File: config.mk
export PLATFORM = sky130hd
export DESIGN_NAME = rect_fill_sequencer
export DESIGN_NICKNAME = d
export VERILOG_FILES = /design/src/rtl/rect_fill_sequencer.sv
export SDC_FILE = /design/constraint.sdc
export NUM_CORES = 1
export LEC_CHECK = 0
export CAP_MARGIN = 20
export CORE_MARGIN = 10
export CORE_UTILIZATION = 45
export DETAILED_ROUTE_END_ITERATION = 8
export PLACE_DENSITY = 0.69
export SLEW_MARGIN = 30
export SYNTH_ARGS = -nofsm -noshare
export SYNTH_HDL_FRONTEND = slang
export SYNTH_SLANG_ARGS = --single-unit
File: constraint.sdc
create_clock -name clk -period 6.25 [get_ports clk]
set_clock_uncertainty 0.2 [all_clocks]
set_input_delay 1.25 -clock clk [delete_from_list [all_inputs] [get_ports clk]]
set_output_delay 1.25 -clock clk [all_outputs]
set_load 0.1 [all_outputs]
File: src/rtl/rect_fill_sequencer.sv
// rect_fill_sequencer: walks a rectangle row-major and issues one RGB444 framebuffer write per pixel.
// Optional RECT_OUTLINE_EN adds cmd_outline, which restricts writes to the rectangle border.
module rect_fill_sequencer #(
    parameter int H_STRIDE = 800,
    parameter int H_MAX    = 799,
    parameter int V_MAX    = 524,
    parameter int ADDR_W   = 19,
    parameter int COORD_W  = 16
) (
    input  logic               clk,
    input  logic               rst_n,
    input  logic               cmd_valid,
    output logic               cmd_ready,
    input  logic [COORD_W-1:0] cmd_x0,
    input  logic [COORD_W-1:0] cmd_y0,
    input  logic [COORD_W-1:0] cmd_x1,
    input  logic [COORD_W-1:0] cmd_y1,
    input  logic [2:0]         cmd_color,
`ifdef RECT_OUTLINE_EN
    input  logic               cmd_outline,
`endif
    input  logic               abort,
    output logic               wr_en,
    input  logic               wr_ready,
    output logic [ADDR_W-1:0]  wr_addr,
    output logic [11:0]        wr_data,
    output logic               busy,
    output logic               done,
    output logic               cmd_err
);
    typedef enum logic [1:0] {IDLE, SETUP, FILL, DONE} state_t;
    state_t state, state_n;
    logic [COORD_W-1:0] x0, y0, x1, y1, cx, cy, x0_n, y0_n, x1_n, y1_n, cx_n, cy_n, nx, ny;
    logic [ADDR_W-1:0] row_base, row_n, nrow, addr_n;
    logic [11:0] data_n;
    logic wr_en_n, done_n, err_n, accept, bad, row_end, skip, outline;

`ifdef RECT_OUTLINE_EN
    logic outline_q;
    always_ff @(posedge clk or negedge rst_n)
        if (!rst_n) outline_q <= 1'b0;
        else if (accept && !bad) outline_q <= cmd_outline;
    assign outline = outline_q;
`else
    assign outline = 1'b0;
`endif

    assign accept  = cmd_valid && cmd_ready;
    assign bad     = cmd_x0 > cmd_x1 || cmd_y0 > cmd_y1 ||
                     cmd_x1 > COORD_W'(H_MAX) || cmd_y1 > COORD_W'(V_MAX);
    assign row_end = cx == x1;
    // On interior rows of an outline only the two side pixels exist, so x0 is followed by x1.
    assign skip    = outline && cy != y0 && cy != y1 && cx == x0;
    assign nx      = row_end ? x0 : skip ? x1 : cx + COORD_W'(1);
    assign ny      = row_end ? cy + COORD_W'(1) : cy;
    assign nrow    = row_end ? row_base + ADDR_W'(H_STRIDE) : row_base;

    always_comb begin
        state_n = state;
        {x0_n, y0_n, x1_n, y1_n, cx_n, cy_n} = {x0, y0, x1, y1, cx, cy};
        row_n   = row_base;
        addr_n  = wr_addr;
        data_n  = wr_data;
        wr_en_n = wr_en;
        done_n  = 1'b0;
        err_n   = 1'b0;
        case (state)
            IDLE: if (accept) begin
                err_n = bad;
                if (!bad) begin
                    {x0_n, y0_n, x1_n, y1_n} = {cmd_x0, cmd_y0, cmd_x1, cmd_y1};
                    data_n  = cmd_color == 3'd1 ? 12'hF00 : cmd_color == 3'd2 ? 12'h0F0 :
                              cmd_color == 3'd3 ? 12'h00F : cmd_color == 3'd4 ? 12'hFFF : 12'h000;
                    state_n = SETUP;
                end
            end
            SETUP: if (abort) state_n = IDLE;
            else begin
                row_n   = ADDR_W'(y0) * ADDR_W'(H_STRIDE);
                cx_n    = x0;
                cy_n    = y0;
                addr_n  = ADDR_W'(y0) * ADDR_W'(H_STRIDE) + ADDR_W'(x0);
                wr_en_n = 1'b1;
                state_n = FILL;
            end
            FILL: if (abort) begin
                wr_en_n = 1'b0;
                state_n = IDLE;
            end else if (wr_en && wr_ready) begin
                if (row_end && cy == y1) begin
                    wr_en_n = 1'b0;
                    done_n  = 1'b1;
                    state_n = DONE;
                end else begin
                    cx_n   = nx;
                    cy_n   = ny;
                    row_n  = nrow;
                    addr_n = nrow + ADDR_W'(nx);
                end
            end
            DONE: state_n = IDLE;
        endcase
    end

    always_ff @(posedge clk or negedge rst_n)
        if (!rst_n) begin
            state     <= IDLE;
            cmd_ready <= 1'b1;
            wr_en     <= 1'b0;
            wr_addr   <= '0;
            wr_data   <= '0;
            busy      <= 1'b0;
            done      <= 1'b0;
            cmd_err   <= 1'b0;
            {x0, y0, x1, y1, cx, cy} <= '0;
            row_base  <= '0;
        end else begin
            state     <= state_n;
            cmd_ready <= state_n == IDLE;
            wr_en     <= wr_en_n;
            wr_addr   <= addr_n;
            wr_data   <= data_n;
            busy      <= state_n == SETUP || state_n == FILL;
            done      <= done_n;
            cmd_err   <= err_n;
            {x0, y0, x1, y1, cx, cy} <= {x0_n, y0_n, x1_n, y1_n, cx_n, cy_n};
            row_base  <= row_n;
        end
endmodule

==> results of run 1 <==
power by group through the flow:
| stage | registers (mW) | clock network [mW] | logic [mW] |
|---|---|---|---|
| after global placement | 0.959 | 0 | 0.249 |
| after CTS | 0.944 | 1.06 | 0.256 |
| after detailed placement | 0.960 | 0 | 0.254 |
| after global routing | 0.948 | 1.10 | 0.282 |
| after floorplan | 0.972 | 0 | 0.122 |
| final | 0.945 | 1.04 | 0.253 |
cell families after synthesis:
kind of cell,Yosys count
buffers and inverters,138
DFF,137
adders and majority gates,97
xor gates and xnor gates,89
and+or+nand+nor,290
AOI/OAI and AO/OA,246
muxes,67
worst max-delay path, cell delays in order (launching register included):
cell,delay [ps]
dfrtp_1,450
ha_1,330
ha_1,280
inv_1,50
fa_1,490
inv_1,40
ha_1,340
and3_1,180
a2111oi_0,520
xnor2_1,270
ha_1,360
or2_2,310
a21oi_1,140
a31oi_1,80
and3_1,220
xor2_1,140
a221o_1,310
final cells by class:
class / instances / area share
Clock buffer: 17 / 0.03632
Clock inverter: 15 / 0.01485
Multi-Input combinational cell: 789 / 0.4985
Sequential cell: 137 / 0.2928
Inverter: 80 / 0.02564
Timing Repair Buffer: 117 / 0.1020
Tap cell: 280 / 0.02991
synthesized netlist by cell type, types with 5 or more instances:
library cell	count
dfrtp_1	136
ha_1	88
inv_1	80
nand2_1	77
xnor2_1	75
nor2_1	73
o21ai_0	71
a21oi_1	65
mux2_2	38
clkbuf_1	23
nand3_1	22
nand4_1	22
a31oi_1	19
and3_1	18
mux2_4	18
and2_1	16
buf_2	15
nand2b_1	15
nor3_1	15
buf_4	14
xor2_1	14
o22ai_1	13
o22a_1	12
mux2i_1	11
nor2b_1	11
o21a_1	11
a21o_1	10
fa_1	9
a211oi_1	8
nor4_1	7
o21ai_1	5
layer usage:
metal / vias to the layer above / wire length (µm)
li1: 3906 / -
met1: 3758 / 12230
met2: 210 / 11050
met3: 16 / 1730
met4: 0 / 225
met5: - / 0
through the flow:
stage               power [mW]  instances  utilization
floorplan                1.093       1064            -
global placement         1.208       1401       0.5117
detailed placement       1.214       1402       0.5130
CTS                      2.261       1434       0.5407
global route             2.328       1435       0.5417
finish                   2.241       1435       0.5417
state kept, by name (all words and copies together) (netlist names):
register / flops
wr_addr: 17
cx: 16
cy: 16
x0: 16
x1: 16
y0: 16
y1: 16
row_base: 14
wr_data: 3
state: 2
busy: 1
cmd_err: 1
cmd_ready: 1
done: 1
wr_en: 1
how the worst max path moves through the flow:
stage	from	end	slack, ps	cells after the start
6_report	y0[3]	wr_addr[18]	1420	16
3_5_place_dp	cmd_x1[9]	x0[3]	1390	13
2_1_floorplan	y0[4]	wr_addr[18]	1780	16
5_1_grt	y0[3]	wr_addr[18]	1160	16
4_1_cts	y0[3]	wr_addr[18]	1420	16
3_3_place_gp	cmd_x1[14]	x1[1]	1260	11
==> impl_metrics.yaml, run 1 <==
outcome:
  status: "completed"
grt:
  gr-total-overflow: 0
  grt_pass1_wl_mm: 41.52
  grt_pass1_vias: 7827
  grt_use_met1: 0.2585
  grt_use_met3: 0.04540
  grt_start_max_net_pins: 85
  antenna_found_initial: 0
  track_usage: 0.1800
  top_usage_layer: "met2"
  grt_use_met2: 0.2656
drt:
  initialDrtViolationCount: 602
  vias: 7890
  firstDrtPassIters: 5
  ant_nets: 0
  routedWlPerCell_um: 17.58
  viasPerCell: 5.498
  drc: 0
  routed_wl_mm: 25.23
layout:
  drive_gt1_frac: 0.09697
  multi_input_area_mm2: 0.005838
  design_area_mm2: 0.01171
  seqCellArea_mm2: 0.003430
  layout_common_cells: "dfrtp_1, clkdlybuf4s50_1, ha_1"
  area_growth_pct: 19.19
  final_nets: 1311
  fillers: 1985
  antenna-diode-count: 0
  final_common_cell: "dfrtp_1"
synthesis:
  synth_compound_area_frac: 0.1541
  syn_nets: 1233
  synth_xor_xnor_area_share: 0.07932
  synthAdderAreaFrac: 0.1304
  synth_top_cell_by_area: "dfrtp_1"
  synth_edf_count: 0
  synth_top_family_by_area: "compound AO/OA/AOI/OAI gates"
  syn_area_mm2: 0.009827
  ys.warnings.count: 0
  synthTopCellsByArea: "dfrtp_1, ha_1, xnor2_1"
  yosysSeqAreaShare: 0.3490
  synthFlopType: "dfrtp_1"
  synth.distinct_cells: 60
  avgSynthCellArea_um2: 9.236
  synth_seq_cells: 137
  yosys-mux-area-fraction: 0.08225
  yosysTopAreaCellShare: 0.3463
  syn_inst: 1064
  synth_async_sr_flop_share: 1.000
  synthSimpleGateAreaFrac: 0.1435
clocking:
  clk_pin_slew_ps: 60
  cts_tree: "done"
  htreeDepth: 4
  post-cts-setup-buffer-count: 0
  cts-buffers-inserted: 17
  clk_latency_ps: 430
  cts_resized: 0
  clock_tree.buffer_depth: 2
  clock-root-buffer: "clkbuf_16"
  cts.sinks: 137
  postCtsHoldBufs: 0
floorplan:
  dieArea_mm2: 0.02815
  die_h_um: 167.8
  io_pins: 108
  initial_utilization: 0.4545
  core_area_mm2: 0.02162
  die_w_um: 167.8
  core.rowCount: 54
critical_path:
  worstSetupEndpointType: "register"
  path_max_fanout: 5
  ff2ff_path_depth: 16
  worstReg2RegStart: "y0[3]"
  r2r_slack_ps: 1420
  timing.rr.end: "wr_addr[18]"
  crit_required_ps: 6350
  critical_path_arrival_ps: 4920
  worst-setup-path-type: "reg2reg"
  crit_path_start_kind: "register"
sta:
  hold-worst-slack_ps: 274.3
  finalHoldViolCount: 0
  post-route-period-util: 0.7721
  setup_viol: 0
  slew_headroom: 0.3198
  finalCriticalPeriod_ps: 4825
  layout_setup_ws_ps: 1425
  tightest_slew_ps: 1017
  tns_ps: 0
  finalMaxSlewViolations: 0
  rsz0062_at_grt: "false"
  fmax_ghz: 0.2072
worst_hold_path:
  holdPathStages: 2
  hold_start: "wr_addr[8]"
  hold_class: "reg2reg"
  hold_end: "wr_addr[8]"
job:
  drv_cap: 0
power:
  p_comb_frac: 0.113
  intPower_mw: 1.630
  peakVddDrop_uv: 176.0
  power_frac_seq: 0.421
  clkPwrFrac: 0.466
  power_density_mw_per_mm2: 191.4
  swShare: 0.2729
  power_switching_uw: 611.8
  leakagePower_nw: 5.535
place:
  dpl.hpwl_mm: 19.27
  place_congestion: 0.8804
  io_buffers: 107
  pre_cts_ws_ps: 1390
  placed_cell_area_mm2: 0.01109
Power figures use the tool's default switching activity.
==> inputs of run 2 (changes only) <==
PLACE_DENSITY = 0.72   (was 0.69)
clock period = 4.12 ns   (was 6.25 ns; I/O delays follow)
==> impl_metrics.yaml, run 2 (same netlist as run 1, synthesis figures left out) <==
place:
  io_buffers: 107
  dpl.hpwl_mm: 19.65
  placed_cell_area_mm2: 0.01149
  place_congestion: 0.8399
layout:
  design_area_mm2: 0.01230
  largest_register: "wr_addr"
  seqCellArea_mm2: 0.003432
  multi_input_area_mm2: 0.006072
  fillers: 1876
  final_util: 0.5691
  final_common_cell: "dfrtp_1"
  drive_gt1_frac: 0.1578
  largest_reg_flops: 17
  final_nets: 1354
  area_growth_pct: 25.21
  antenna-diode-count: 0
  layout_common_cells: "dfrtp_1, clkdlybuf4s50_1, inv_1, nand2_1, ha_1"
drt:
  wl_met1_mm: 11.93
  ant_nets: 0
  dr_wl_met3_mm: 1.659
  routed_wl_mm: 26.16
  dr_wl_met2_mm: 12.10
  initialDrtViolationCount: 593
  viasPerCell: 5.610
  vias: 8291
  routedWlPerCell_um: 17.70
  firstDrtPassIters: 5
  highest_layer: "met4"
  drc: 0
sta:
  finalCriticalPeriod_ps: 4082
  setup_viol: 0
  finalMaxSlewViolations: 0
  tightest_slew_ps: 1010
  rsz0062_at_grt: "true"
  slew_headroom: 0.3245
  fmax_ghz: 0.2450
  finalHoldViolCount: 0
  post-route-period-util: 0.9907
job:
  drv_cap: 0
critical_path:
  cpMostUsedCell: "ha_4"
  path_max_fanout: 3
  crit_slowest_cell: "fa_1"
  path_delay_family: "adder cells"
  path_cells: "ha_4 > ha_4 > inv_1 > fa_1 > inv_2 > ha_4 > and3_4 > a2111oi_4 > xnor2_2 > ha_1 > or2_4 > a21oi_2 > a31oi_1 > and3_1 > xor2_1 > a221o_1"
  cpPeakStageDelay_ps: 490
  crit_buf_inv: 2
  crit_required_ps: 4230
  worst-setup-path-type: "reg2reg"
  crit_start: "y0[3]"
  worstSetupEndpointType: "register"
  critical_path_arrival_ps: 4190
  worstReg2RegStart: "y0[3]"
  crit_path_start_kind: "register"
floorplan:
  die_w_um: 167.8
  dieArea_mm2: 0.02815
  io_pins: 108
  core_area_mm2: 0.02162
  core.rowCount: 54
  initial_utilization: 0.4545
  die_h_um: 167.8
grt:
  grt_pass1_wl_mm: 42.22
  gr-total-overflow: 0
  grt_start_max_net_pins: 94
  track_usage: 0.1817
  antenna_found_initial: 0
  grt_pass1_vias: 8357
clocking:
  clk_latency_ps: 430
  cts_tree: "done"
  clk_pin_slew_ps: 60
  clock-root-buffer: "clkbuf_16"
  cts.sinks: 137
  postCtsHoldBufs: 0
  clock_tree.buffer_depth: 2
  cts-buffers-inserted: 17
  htreeDepth: 4
worst_hold_path:
  hold_class: "in2async"
power:
  power_density_mw_per_mm2: 279.8
  peakVddDrop_uv: 305.9
  leakagePower_nw: 5.749
outcome:
  status: "completed"
## run 2: metrics by stage
stage | std cells | setup TNS [ps] | setup WS, ps | hold slack (ps) | power, mW
after floorplan | 1064 | 0 | 13.02 | 248.5 | 1.659
after global placement | 1441 | 0 | 7.032 | 260.7 | 1.851
after detailed placement | 1441 | -284.1 | -158.3 | 270.0 | 1.860
after CTS | 1474 | 0 | 7.268 | 283.0 | 3.467
after global routing | 1478 | -340.5 | -138.9 | 308.0 | 3.569
final | 1478 | 0 | 38.45 | 269.1 | 3.443
## run 2: timing repair
action,CTS,global route
setup buffers,1,4
pin swaps,15,10
gates resized for setup,11,24
endpoints found under the setup margin,3,6
## run 2: path summary, 6_finish.rpt
| kind | slack (ps) | cells after the start | endpoint |
|---|---|---|---|
| max in group asynchronous | 2640 | 2 | cmd_ready |
| min in group clk | 280 | 2 | wr_addr[13] |
| hold reg to reg | 280 | 2 | wr_addr[13] |
| setup / recovery | 40 | 16 | wr_addr[18] |
| setup reg to reg | 40 | 16 | wr_addr[18] |
| hold / removal | 270 | 1 | row_base[18] |
## run 2: worst register-to-register path, stage by stage, from the launching register on
cell and delay [ps]:
dfrtp_2 440, ha_4 270, ha_4 250, inv_1 40, fa_1 490, inv_2 50
ha_4 220, and3_4 190, a2111oi_4 340, xnor2_2 180, ha_1 280, or2_4 230
a21oi_2 120, a31oi_1 50, and3_1 160, xor2_1 130, a221o_1 320
## run 2: routing by layer
| metal | up-vias | global-route usage |
|---|---|---|
| met3 | 36 | 0.04424 |
| li1 | 3986 | - |
| met5 | - | 0 |
| met1 | 4017 | 0.2374 |
| met4 | 0 | 0.06851 |
| met2 | 252 | 0.2848 |
## run 2: report_power, final
part,total [mW],switching (mW),internal [mW]
clock network,1.60,0.638,0.966
logic,0.416,0.222,0.195
registers,1.42,0.0426,1.38
## run 2: final cells by class
type,count,share of cell area
clock buffer,17,0.03457
clock inverter,15,0.01525
inverter,80,0.02441
multi-input combinational,789,0.4935
sequential,137,0.2789
tap,280,0.02847
timing repair buffer,160,0.1249
==> inputs of run 3 (changes only) <==
GPL_TIMING_DRIVEN = 1   (was not set)
==> results of run 3 <==
No change in the layout: final DEF, timing and power equal those of run 2.
